--- src/rtl/log_offset_lut_arb_pkg.sv ---
// Shared types for the log-offset LUT arbiter slice.
// Widths of the shift-offset index and the LUT data word.
package log_offset_pkg;

  localparam int OFF_W = 4;
  localparam int DAT_W = 24;

  typedef logic [OFF_W-1:0] shift_off_t;
  typedef logic [DAT_W-1:0] log_off_t;

endpackage

--- src/rtl/log_offset_lut_arb_rr_arbiter.sv ---
// Combinational round-robin arbiter.
// Grants the first request at or after ptr, wrapping to 0.
module rr_arbiter #(
  parameter int NUM_REQ = 4,
  parameter int IDX_W   = $clog2(NUM_REQ)
) (
  input  logic [NUM_REQ-1:0] req,
  input  logic               en,
  input  logic [IDX_W-1:0]   ptr,
  output logic [NUM_REQ-1:0] gnt,
  output logic [IDX_W-1:0]   gnt_idx
);

  logic [IDX_W:0] pos;
  logic           found;

  always_comb begin
    gnt     = '0;
    gnt_idx = '0;
    found   = 1'b0;
    pos     = '0;
    for (int i = 0; i < NUM_REQ; i++) begin
      pos = {1'b0, ptr} + (IDX_W+1)'(i);
      if (pos >= (IDX_W+1)'(NUM_REQ))
        pos = pos - (IDX_W+1)'(NUM_REQ);
      if (en && !found && req[pos[IDX_W-1:0]]) begin
        gnt[pos[IDX_W-1:0]] = 1'b1;
        gnt_idx             = pos[IDX_W-1:0];
        found               = 1'b1;
      end
    end
  end

endmodule

--- src/rtl/log_offset_lut_arb.sv ---
// Round-robin scheduler sharing one registered log-offset LUT.
// Tags ride a shift pipe so each result returns to its requester.
module log_offset_lut_arb
  import log_offset_pkg::*;
#(
  parameter int NUM_REQ = 4,
  parameter int LUT_LAT = 1
) (
  input  logic                     clk,
  input  logic                     rst_n,
  input  logic                     stall,
  input  logic [NUM_REQ-1:0]       req_valid,
  input  logic [NUM_REQ*OFF_W-1:0] req_offset,
  output logic [NUM_REQ-1:0]       req_ready,
  output shift_off_t               lut_shift_offset,
  input  log_off_t                 lut_log_offset,
  output logic [NUM_REQ-1:0]       rsp_valid,
  output log_off_t                 rsp_data,
  output logic                     busy
);

  localparam int IDX_W = (NUM_REQ > 1) ? $clog2(NUM_REQ) : 1;

  typedef struct packed {
    logic             vld;
    logic [IDX_W-1:0] idx;
  } lut_tag_t;

  logic [IDX_W-1:0]   ptr_q;
  logic [IDX_W-1:0]   gnt_idx;
  logic [NUM_REQ-1:0] gnt;
  logic               arb_en;
  logic               accept;
  lut_tag_t           tag_q [LUT_LAT+1];
  lut_tag_t           rsp_tag;
  log_off_t           rsp_hold_q;

  // Grants are suppressed while reset is held so req_ready reads 0.
  assign arb_en = !stall && rst_n;

  rr_arbiter #(
    .NUM_REQ(NUM_REQ),
    .IDX_W  (IDX_W)
  ) u_arb (
    .req    (req_valid),
    .en     (arb_en),
    .ptr    (ptr_q),
    .gnt    (gnt),
    .gnt_idx(gnt_idx)
  );

  assign req_ready = gnt;
  assign accept    = |gnt;
  assign rsp_tag   = tag_q[LUT_LAT];

  always_ff @(posedge clk or negedge rst_n) begin
    if (!rst_n) begin
      ptr_q            <= '0;
      lut_shift_offset <= '0;
    end else if (accept) begin
      ptr_q <= (gnt_idx == IDX_W'(NUM_REQ-1)) ?
               '0 : gnt_idx + IDX_W'(1);
      lut_shift_offset <=
        req_offset[int'(gnt_idx)*OFF_W +: OFF_W];
    end
  end

  always_ff @(posedge clk or negedge rst_n) begin
    if (!rst_n) begin
      for (int k = 0; k <= LUT_LAT; k++)
        tag_q[k] <= '0;
    end else begin
      tag_q[0].vld <= accept;
      tag_q[0].idx <= gnt_idx;
      for (int k = 1; k <= LUT_LAT; k++)
        tag_q[k] <= tag_q[k-1];
    end
  end

  always_ff @(posedge clk or negedge rst_n) begin
    if (!rst_n)
      rsp_hold_q <= '0;
    else if (rsp_tag.vld)
      rsp_hold_q <= lut_log_offset;
  end

  // Data is live in the response cycle and held afterwards.
  assign rsp_data = rsp_tag.vld ? lut_log_offset : rsp_hold_q;

  always_comb begin
    rsp_valid = '0;
    if (rsp_tag.vld)
      rsp_valid[rsp_tag.idx] = 1'b1;
  end

  always_comb begin
    busy = 1'b0;
    for (int k = 0; k <= LUT_LAT; k++)
      busy = busy | tag_q[k].vld;
  end

endmodule

--- config.mk ---
export PLATFORM = sky130hd
export DESIGN_NAME = log_offset_lut_arb
export DESIGN_NICKNAME = d
export VERILOG_FILES = /design/src/rtl/log_offset_lut_arb_pkg.sv /design/src/rtl/log_offset_lut_arb_rr_arbiter.sv /design/src/rtl/log_offset_lut_arb.sv
export SDC_FILE = /design/constraint.sdc
export NUM_CORES = 1
export LEC_CHECK = 0
export BUFFER_PORTS_ARGS = -buffer_cell sky130_fd_sc_hd__buf_4
export CORE_MARGIN = 3
export CORE_UTILIZATION = 47
export DETAILED_ROUTE_END_ITERATION = 7
export PLACE_DENSITY = 0.85
export SYNTH_ARGS = -nofsm -noshare
export SYNTH_HDL_FRONTEND = slang
export SYNTH_HIERARCHICAL = 1
export SYNTH_SLANG_ARGS = --single-unit
--- constraint.sdc ---
create_clock -name clk -period 4 [get_ports clk]
set_clock_uncertainty 0.05 [all_clocks]
set_input_delay 0.8 -clock clk [delete_from_list [all_inputs] [get_ports clk]]
set_output_delay 0.8 -clock clk [all_outputs]
set_load 0.02 [all_outputs]
=== After elaboration in Yosys (flattened, before gate mapping) ===
Index checks and enable logic that the tools add are counted.

* Input bits: 47
* Output and inout bits: 37
* Bits in registers: 36
* Word-level logic and storage cells: 89

* $add $sub $neg: 8
* Equal/unequal tests: 1
* Bitwise gates (word level): 4
* Reduce and logical (&&, ||, !) cells: 18
* Multiplexer cells: 36
* Shift operators: 1
* Magnitude comparators: 14

{| class="wikitable"
|+ Operators with widths
! cell !! number
|-
| two-way mux 24 bit || 1
|-
| two-way mux 4 bit || 5
|-
| two-way mux 2 bit || 9
|-
| variable part select 16 x 5 -> 4 bit || 1
|-
| < comparator 2 x 3 -> 1 bit, second input constant || 5
|-
| logical AND 1 bit || 13
|-
| two-way mux 1 bit || 12
|-
| OR 4 bit || 3
|-
| demux 1 bit (select 2 bit) || 5
|-
| >= comparator 2 x 1 -> 1 bit, second input constant || 5
|-
| >= comparator 3 bit, second input constant || 3
|-
| binary-select mux 1 bit (select 2 bit) || 4
|-
| subtractor 2 x 1 -> 2 bit, second input constant || 4
|-
| adder 2 x 2 -> 3 bit, second input constant || 2
|-
| logical NOT 1 bit || 4
|-
| OR reduction 4 bit || 1
|-
| adder 2 x 1 -> 3 bit, second input constant || 1
|-
| >= comparator 2 x 3 -> 1 bit, second input constant || 1
|-
| adder 2 x 1 -> 2 bit, second input constant || 1
|-
| == test 2 bit, second input constant || 1
|-
| OR 1 bit || 1
|}

=== Logic depth before layout (Yosys ltp) ===
Gate-level depths: netlist of the first run.

* Depth after elaboration: 20
* Depth in mapped cells: 12
* Gate-level depth less buffers: 10

=== By module ===
The synthesis of the first run kept the hierarchy.

{| class="wikitable"
|+ Modules (own cells, without submodules)
! module !! cells an instance !! seq. area each (sq um) !! area each (sq um) !! times used
|-
| log_offset_lut_arb || 85 || 900.9 || 1438.9 || 1
|-
| rr_arbiter || 63 || 0.0 || 531.8 || 1
|}

=== Worst setup path before layout of the first run ===
OpenSTA, ideal clock, no wires.

* Kind: register to register
* Start point: register ptr_q[0]
* End point: register lut_shift_offset[0]
* Arrival: 3.208 ns
* Path buffers: 2
* Data required time: 3.825 ns
* Setup time: 0.125 ns
* Stages on the path, launching flop included: 12
* Path slack: 0.617 ns
* Period minus slack after synthesis: 3.383 ns
* Cell sequence: dfrtp_1 -> buf_6 -> clkinv_1 -> ha_1 -> buf_2 -> or2_2 -> o211ai_1 -> o21ai_0 -> and3b_2 -> a221o_1 -> nor4_4 -> mux2_2

* Longest elaborated chain between the ends: 19
* Elaborated cells on any way between the ends: 69
* Those cells by class: add/sub (7); order compare (12); shift (1); mux (31); bitwise (3); reduce/logical (15)

{| class="wikitable"
|+ RTL lines
! item !! line !! source
|-
| start, declared || log_offset_lut_arb.sv:29 || <nowiki>logic [IDX_W-1:0] ptr_q;</nowiki>
|-
| start signal, assigned || log_offset_lut_arb.sv:61 || <nowiki>ptr_q <= (gnt_idx == IDX_W'(NUM_REQ-1)) ?</nowiki>
|-
| branches (longest 17 deep; another with adder 2 x 1 -> 3 bit) || n/a ||
|-
| two-way mux 4 bit (*) || log_offset_lut_arb_rr_arbiter.sv:26 || <nowiki>if (en && !found && req[pos[IDX_W-1:0]]) begin</nowiki>
|-
| net req_ready[1] || log_offset_lut_arb.sv:14 || <nowiki>output logic [NUM_REQ-1:0] req_ready,</nowiki>
|-
| OR reduction 4 bit (*) || log_offset_lut_arb.sv:53 || <nowiki>assign accept = |gnt;</nowiki>
|-
| end signal, assigned || log_offset_lut_arb.sv:63 || <nowiki>lut_shift_offset <=</nowiki>
|-
| end, declared || log_offset_lut_arb.sv:15 || <nowiki>output shift_off_t lut_shift_offset,</nowiki>
|}

Mark *: on every way through the listed nets, which the timed path passes. The select of a mux whose other input is x is not followed.
A chain may end at the register's enable or synchronous reset.

=== Final worst setup path of the first run ===
* Start point: register ptr_q[1]
* End point: output port req_ready[2]

* Longest elaborated chain between the ends: 18
* Elaborated cells on any way between the ends: 63
* Those cells by class: add/sub (7); order compare (12); mux (27); bitwise (3); reduce/logical (14)

{| class="wikitable"
|+ RTL lines
! item !! line
|-
| branches (longest 17 deep; another with adder 2 x 1 -> 3 bit) || n/a
|-
| two-way mux 4 bit (*) || log_offset_lut_arb_rr_arbiter.sv:26
|-
| end, declared || log_offset_lut_arb.sv:14
|}

Mark *: on every way between the ends. The select of a mux whose other input is x is not followed.

==> impl_results.md, run 1 <==
- Fin crit period: approximately 3.3 ns
- Unrepaired setup endpoints after global routing: no
- Hold Path Class: reg -> reg
- Die width: around 70 um
- Int Pwr: roughly 1300 uW
- Cell variety after synth: 31
- Port Buffer Count: 83
- Hold-critical path depth: 0
- Critical hold path startpoint: tag_q[3]$_DFF_PN0_
- Crit-path max FO: 8
- Ys flop type: dfrtp_1
- Vias per Instance: 5.41
- Max-Cap Viols: 0
- Final period utilization: 0.827
- DRT iter0 DRCs: roughly 120
- Crit Path Class: reg -> out
- Row count: 22
- CTS Buf Count: 5
- Grt ovf: 0
- Clock Latency Late Sink: ~0.28 ns
- Crit. End Element: output pin
- Via count: roughly 1500
- Clock Path Buffers: 2
- Initial antenna violation count: 0
- Nets in the synthesized netlist: around 200
- R2R Path Start: ptr_q[1]$_DFFE_PN0P_
- First-pass GRT wire length: slightly above 7000 um
- DRT Pass-1 Iters: 4
- Post-Syn Area: between 1500 and 2000 sq um
- Post-synth EDFFs: 0
- Clk pwr share: 0.118
- Pwr/cell area: between 700 and 800 nW/um^2
- Status: complete, no violations
- Most common cell after layout, fill and taps aside: buf_4
- Seq pwr share: 0.287
- Pre-CTS WS: between 0.8 and 0.9 ns
- Synth warn: 6
- Share of cells above drive strength 1: 0.597
- Slew of the pin with the lowest slew margin: slightly above 1 ns
- GRT Total Usage: 0.182
- Initial Util: 0.511
- Diodes inserted: 0
- VDD IR-drop max: just over 400 uV
- Sw frac: 0.400
- Layout area overhead: 38.9%
- Async SR Flop Fraction: 1.00
- Switching power: around 860 uW
- Hold buffers post-CTS: 0
- CTS tree: built
- Commonest non-fill, non-tap cells in the layout: buf_4, dfrtp_1, mux2_2
- Synth Instances: 148
- Final WL: ~4400 um
- H-tree levels: 2
- Reg-to-reg slack, setup: between 0.9 and 1 ns
- Slowest-stage cell, CP: dfrtp_1
- R2R depth: 9
- Comb power frac: 0.595
- Worst EP arrival: around 2.5 ns
- CTS clk-pin slew, worst paths: ~0.070 ns
- Slowest stage delay, CP: 0.38 ns
- I/O pins: 84
- Reg-to-Reg End: lut_shift_offset[3]$_DFFE_PN0P_
- Postcts setup bufs: 0
- Fmax: 302 MHz
- Setup violators final: 0
- Leakage power: around 0.0013 uW
- Gates resized, CTS repair: 0
- Vias in the first global route: about 1500
- Largest net degree at the start of global routing: 37
- Min-Delay Endpoint: rsp_tag[0]$_DFF_PN0_
- Syn Area/Cell: 13.3 sq um
- Hpwl dp: 3490 um
- CP required: 3.15 ns
- Sequential area share after synthesis: 0.457
- Final WS setup: between 0.6 and 0.7 ns
- Die area: between 5000 and 6000 sq um
- Setup TNS: 0 ns
- Crit start category: flop
- GPL Wtd Cong: ~0.96
- Core area: roughly 3900 sq um
- WL/cell: ~15 um
- CP cell instances: inv_1 -> ha_1 -> or2_2 -> o211ai_1 -> o21ai_0 -> and3b_2 -> a221o_1 -> buf_4
- Pins Over Slew Limit: 0
- Num Clock Sinks: 36
- Hold Vio Cnt, Final: 0
- Layout Nets: between 200 and 300
- DR DRC count: 0
- Die height: about 71 um
- Detail Route Antenna Nets: 0
- Yosys reg bits: 36
- Slew HR: 0.327
- Clock root buffer: clkbuf_8
-- state kept, by name, indices dropped and copies added, names as in the netlist --
register	flops
tag_q	3
lut_shift_offset	4
rsp_hold_q	24
ptr_q	2
rsp_tag	3
-- final cells by class --
cell class                      instances  area, sq um
Tap cell                               48         60.1
Clock inverter                          2         10.0
Inverter                                4         15.0
Timing Repair Buffer                   89          668
Clock buffer                            6         82.6
Fill cell                             292         1120
Sequential cell                        36          901
Multi-Input combinational cell        101         1000
-- synthesized netlist by cell type (all sizes together), types with 3 or more instances --
master | n | area share
nand2 | 5 | 0.0095
ha | 9 | 0.057
inv | 3 | 0.0057
a221o | 4 | 0.020
nor2b | 4 | 0.013
nand3 | 4 | 0.010
o41ai | 3 | 0.017
a21boi | 5 | 0.019
nor2 | 6 | 0.011
o21ai | 4 | 0.010
o211ai | 4 | 0.015
mux2 | 33 | 0.19
dfrtp | 36 | 0.46
buf | 7 | 0.027
mux2i | 3 | 0.015
mux4 | 6 | 0.069
-- how the worst max path moves through the flow --
| stage | from | end | slack (ns) | cells after the start |
|---|---|---|---|---|
| 3_3_place_gp | req_valid[2] | lut_shift_offset[0]$_DFFE_PN0P_ | 0.89 | 7 |
| 3_5_place_dp | req_valid[2] | lut_shift_offset[0]$_DFFE_PN0P_ | 0.84 | 7 |
| 6_report | ptr_q[1]$_DFFE_PN0P_ | req_ready[2] | 0.69 | 8 |
| 4_1_cts | ptr_q[1]$_DFFE_PN0P_ | req_ready[2] | 0.69 | 8 |
| 5_1_grt | ptr_q[1]$_DFFE_PN0P_ | req_ready[3] | 0.52 | 8 |
| 2_1_floorplan | ptr_q[0]$_DFFE_PN0P_ | lut_shift_offset[0]$_DFFE_PN0P_ | 0.62 | 11 |
-- worst max-delay path: cells and delay by family (launching register included) --
family | cells | cell delay, ns
buf+inv | 2 | 0.33
compound gates | 3 | 0.55
simple gates | 2 | 0.57
flops | 1 | 0.38
fa+ha+maj | 1 | 0.35
-- per-layer routing --
layer	vias up	wire [um]	GRT usage
met1	733	1710	0.227
met3	8	410	0.0540
met4	0	70	0.0731
met2	80	2230	0.299
li1	726	-	-
met5	-	0	0
-- per-stage QoR --
step,util,power (uW),instance area [sq um],cells,hold WS (ns)
after floorplan,-,1470,1970,148,0.281
after global placement,0.686,1890,2650,278,0.283
after detailed placement,0.686,1920,2650,278,0.291
after CTS,0.710,2180,2740,286,0.306
after global routing,0.710,2310,2740,286,0.311
final,0.710,2160,2740,286,0.302
-- kinds of logic after synthesis --
group	synth area share
muxes	0.274
DFF	0.457
and+or+nand+nor	0.0819
AOI/OAI and AO/OA	0.0946
buffers and inverters	0.0349
adders and majority gates	0.0571
-- power by group through the flow --
stage	Sequential (uW)	Combinational [uW]	Clock (uW)
detailed placement	630	1290	0
floorplan	617	851	0
finish	620	1280	254
global route	644	1380	281
global placement	617	1270	0
CTS	623	1290	265
Note: power is estimated with default switching activity, not from simulation.
==> inputs of run 2 (changes only) <==
clock period = 3.35 ns   (was 4 ns; I/O delays follow)
==> run 2 against run 1 <==
Against the previous run:
- cell area increased by 0.87%
- die area unchanged
- count of clock-buffer cells in the layout did not move
- sequential power increased by 17%
- largest power group unchanged
==> impl_results.md, run 2 (synthesis gave the netlist of run 1 again) <==
- CP cell instances: inv_1 -> ha_1 -> or2_2 -> o211ai_1 -> o21ai_0 -> and3b_2 -> a221o_1 -> buf_4
- Pwr/cell area: 960 nW/um^2 (+22%)
- Post-DP Area: 2650 sq um (+0.33%)
- Slew HR: 0.598 (+0.271)
- Slowest stage delay, CP: 0.38 ns (about the same)
- Crit Path Class: reg -> out
- Max reg flops: 24 (unchanged)
- CP bufs+invs: 2 (unchanged)
- Slowest-stage cell, CP: dfrtp_1
- Die area: 5010 sq um (unchanged)
- Die width: 70.8 um (unchanged)
- Fmax: roughly 310 MHz
- Hold Vio Cnt, Final: 0 (unchanged)
- Fin crit period: around 3.2 ns
- Die height: 70.8 um (unchanged)
- Status: complete, no violations
- Core area: 3850 sq um (unchanged)
- Row count: 22 (unchanged)
- Initial Util: 0.511 (unchanged)
- Clock root buffer: clkbuf_8
- Unrepaired setup endpoints after global routing: no
- I/O pins: 84 (unchanged)
- DRT iter0 DRCs: 85 (-30%)
- H-tree levels: 2 (unchanged)
- VDD IR-drop max: 522 uV (+29%)
- Crit. End Element: output pin
- Diodes inserted: 0 (unchanged)
- Final WL: 4670 um (+5.7%)
- Critical hold path startpoint: tag_q[3]$_DFF_PN0_
- Port Buffer Count: 83 (unchanged)
- Leakage power: 0.00132 uW (+1.0%)
- Hold Path Class: reg -> reg
- GPL Wtd Cong: 0.913 (-4.5%)
- CP top delay family: simple AND/OR/NAND/NOR gates
- DR DRC count: 0 (unchanged)
- Clock Latency Late Sink: 0.28 ns (about the same)
- Crit-path max FO: 8 (unchanged)
- Hold buffers post-CTS: 0 (unchanged)
- Final instance area: 2760 sq um (+0.87%)
- Final period utilization: 0.951
- GRT Total Usage: 0.188 (+0.00589)
- Max-Cap Viols: 0 (unchanged)
- Crit start category: flop
- Top Registers: rsp_hold_q x24, lut_shift_offset x4
- Slew of the pin with the lowest slew margin: 0.603 ns (-0.407 ns)
- Pins Over Slew Limit: 0 (unchanged)
- Clock Path Buffers: 2 (unchanged)
- GR Util met1: 0.236 (+0.00883)
- Vias in the first global route: 1597 (+3.8%)
- DRT Pass-1 Iters: 4 (unchanged)
- First-pass GRT wire length: 7530 um (+3.8%)
- Num Clock Sinks: 36 (unchanged)
- WL/cell: 16.3 um (+5.3%)
- Setup TNS: 0 ns (unchanged)
- Setup violators final: 0 (unchanged)
- CTS tree: built
- Hpwl dp: 3660 um (+4.7%)
- Vias per Instance: 5.51 (+1.9%)
- Critical path origin: ptr_q[1]$_DFFE_PN0P_
- Most common cell after layout, fill and taps aside: buf_4
- CTS clk-pin slew, worst paths: 0.06 ns (about the same)
- Commonest non-fill, non-tap cells in the layout: buf_4, dfrtp_1, mux2_2
- Via count: 1582 (+2.3%)
- CP required: 2.63 ns (-0.52 ns)
- Worst EP arrival: 2.47 ns (about the same)
- Postcts setup bufs: 0 (unchanged)
- Initial antenna violation count: 0 (unchanged)
- R2R Path Start: ptr_q[1]$_DFFE_PN0P_
- Largest net degree at the start of global routing: 37 (unchanged)
- Top Usage Layer GRT: met2
- Grt ovf: 0 (unchanged)
- Met2 Use GR: 0.305 (+0.00618)
- Share of cells above drive strength 1: 0.598 (+0.00169)
- Layout Nets: 294 (+0.34%)
- Detail Route Antenna Nets: 0 (unchanged)
- Most flops, register: rsp_hold_q
- Gates resized, CTS repair: 0 (unchanged)
- CTS Buf Count: 5 (unchanged)
- Met3 GRT Util: 0.0554 (+0.00142)
- Layout area overhead: 40.1%
run 2: metal layers:
layer | up-vias | wire, um | share of wire
met4 | 0 | 97 | 0.021
li1 | 733 | - | -
met3 | 11 | 410 | 0.088
met5 | - | 0 | 0
met2 | 71 | 2310 | 0.49
met1 | 767 | 1850 | 0.40
run 2: power by group:
part / internal [uW] / leakage [uW] / total (uW) / switching [uW]
Combinational: 745 / 0.000831 / 1570 / 821
Clock: 221 / 0.0000552 / 361 / 140
Sequential: 641 / 0.000432 / 723 / 82.3
Total: 1610 / 0.00132 / 2650 / 1040
run 2: final timing paths:
kind	to	slack, ns	depth (start not counted)
max	req_ready[1]	0.16	8
min	rsp_tag[0]$_DFF_PN0_	0.30	0
max reg2reg	lut_shift_offset[0]$_DFFE_PN0P_	0.29	9
min reg2reg	rsp_tag[0]$_DFF_PN0_	0.30	0
max in group asynchronous	rsp_hold_q[6]$_DFF_PN0_	2.55	2
min in group asynchronous	rsp_hold_q[16]$_DFF_PN0_	0.39	2
run 2: layout make-up:
| type | count | area (sq um) |
|---|---|---|
| fill | 292 | 1090 |
| multi-input combinational | 101 | 1000 |
| sequential | 36 | 901 |
| timing repair buffer | 90 | 676 |
| clock buffer | 6 | 72.6 |
| tap | 48 | 60.1 |
| clock inverter | 2 | 35.0 |
| inverter | 4 | 16.3 |
run 2: metrics by stage:
step                      setup WS [ns]  utilization  hold WS (ns)  total power [uW]  cells
after floorplan                  0.0984            -         0.281              1750    148
after global placement            0.358        0.689         0.282              2270    279
after detailed placement          0.296        0.689         0.292              2310    279
after CTS                         0.160        0.717         0.307              2680    287
after global routing             0.0468        0.717         0.309              2830    287
final                             0.164        0.717         0.304              2650    287
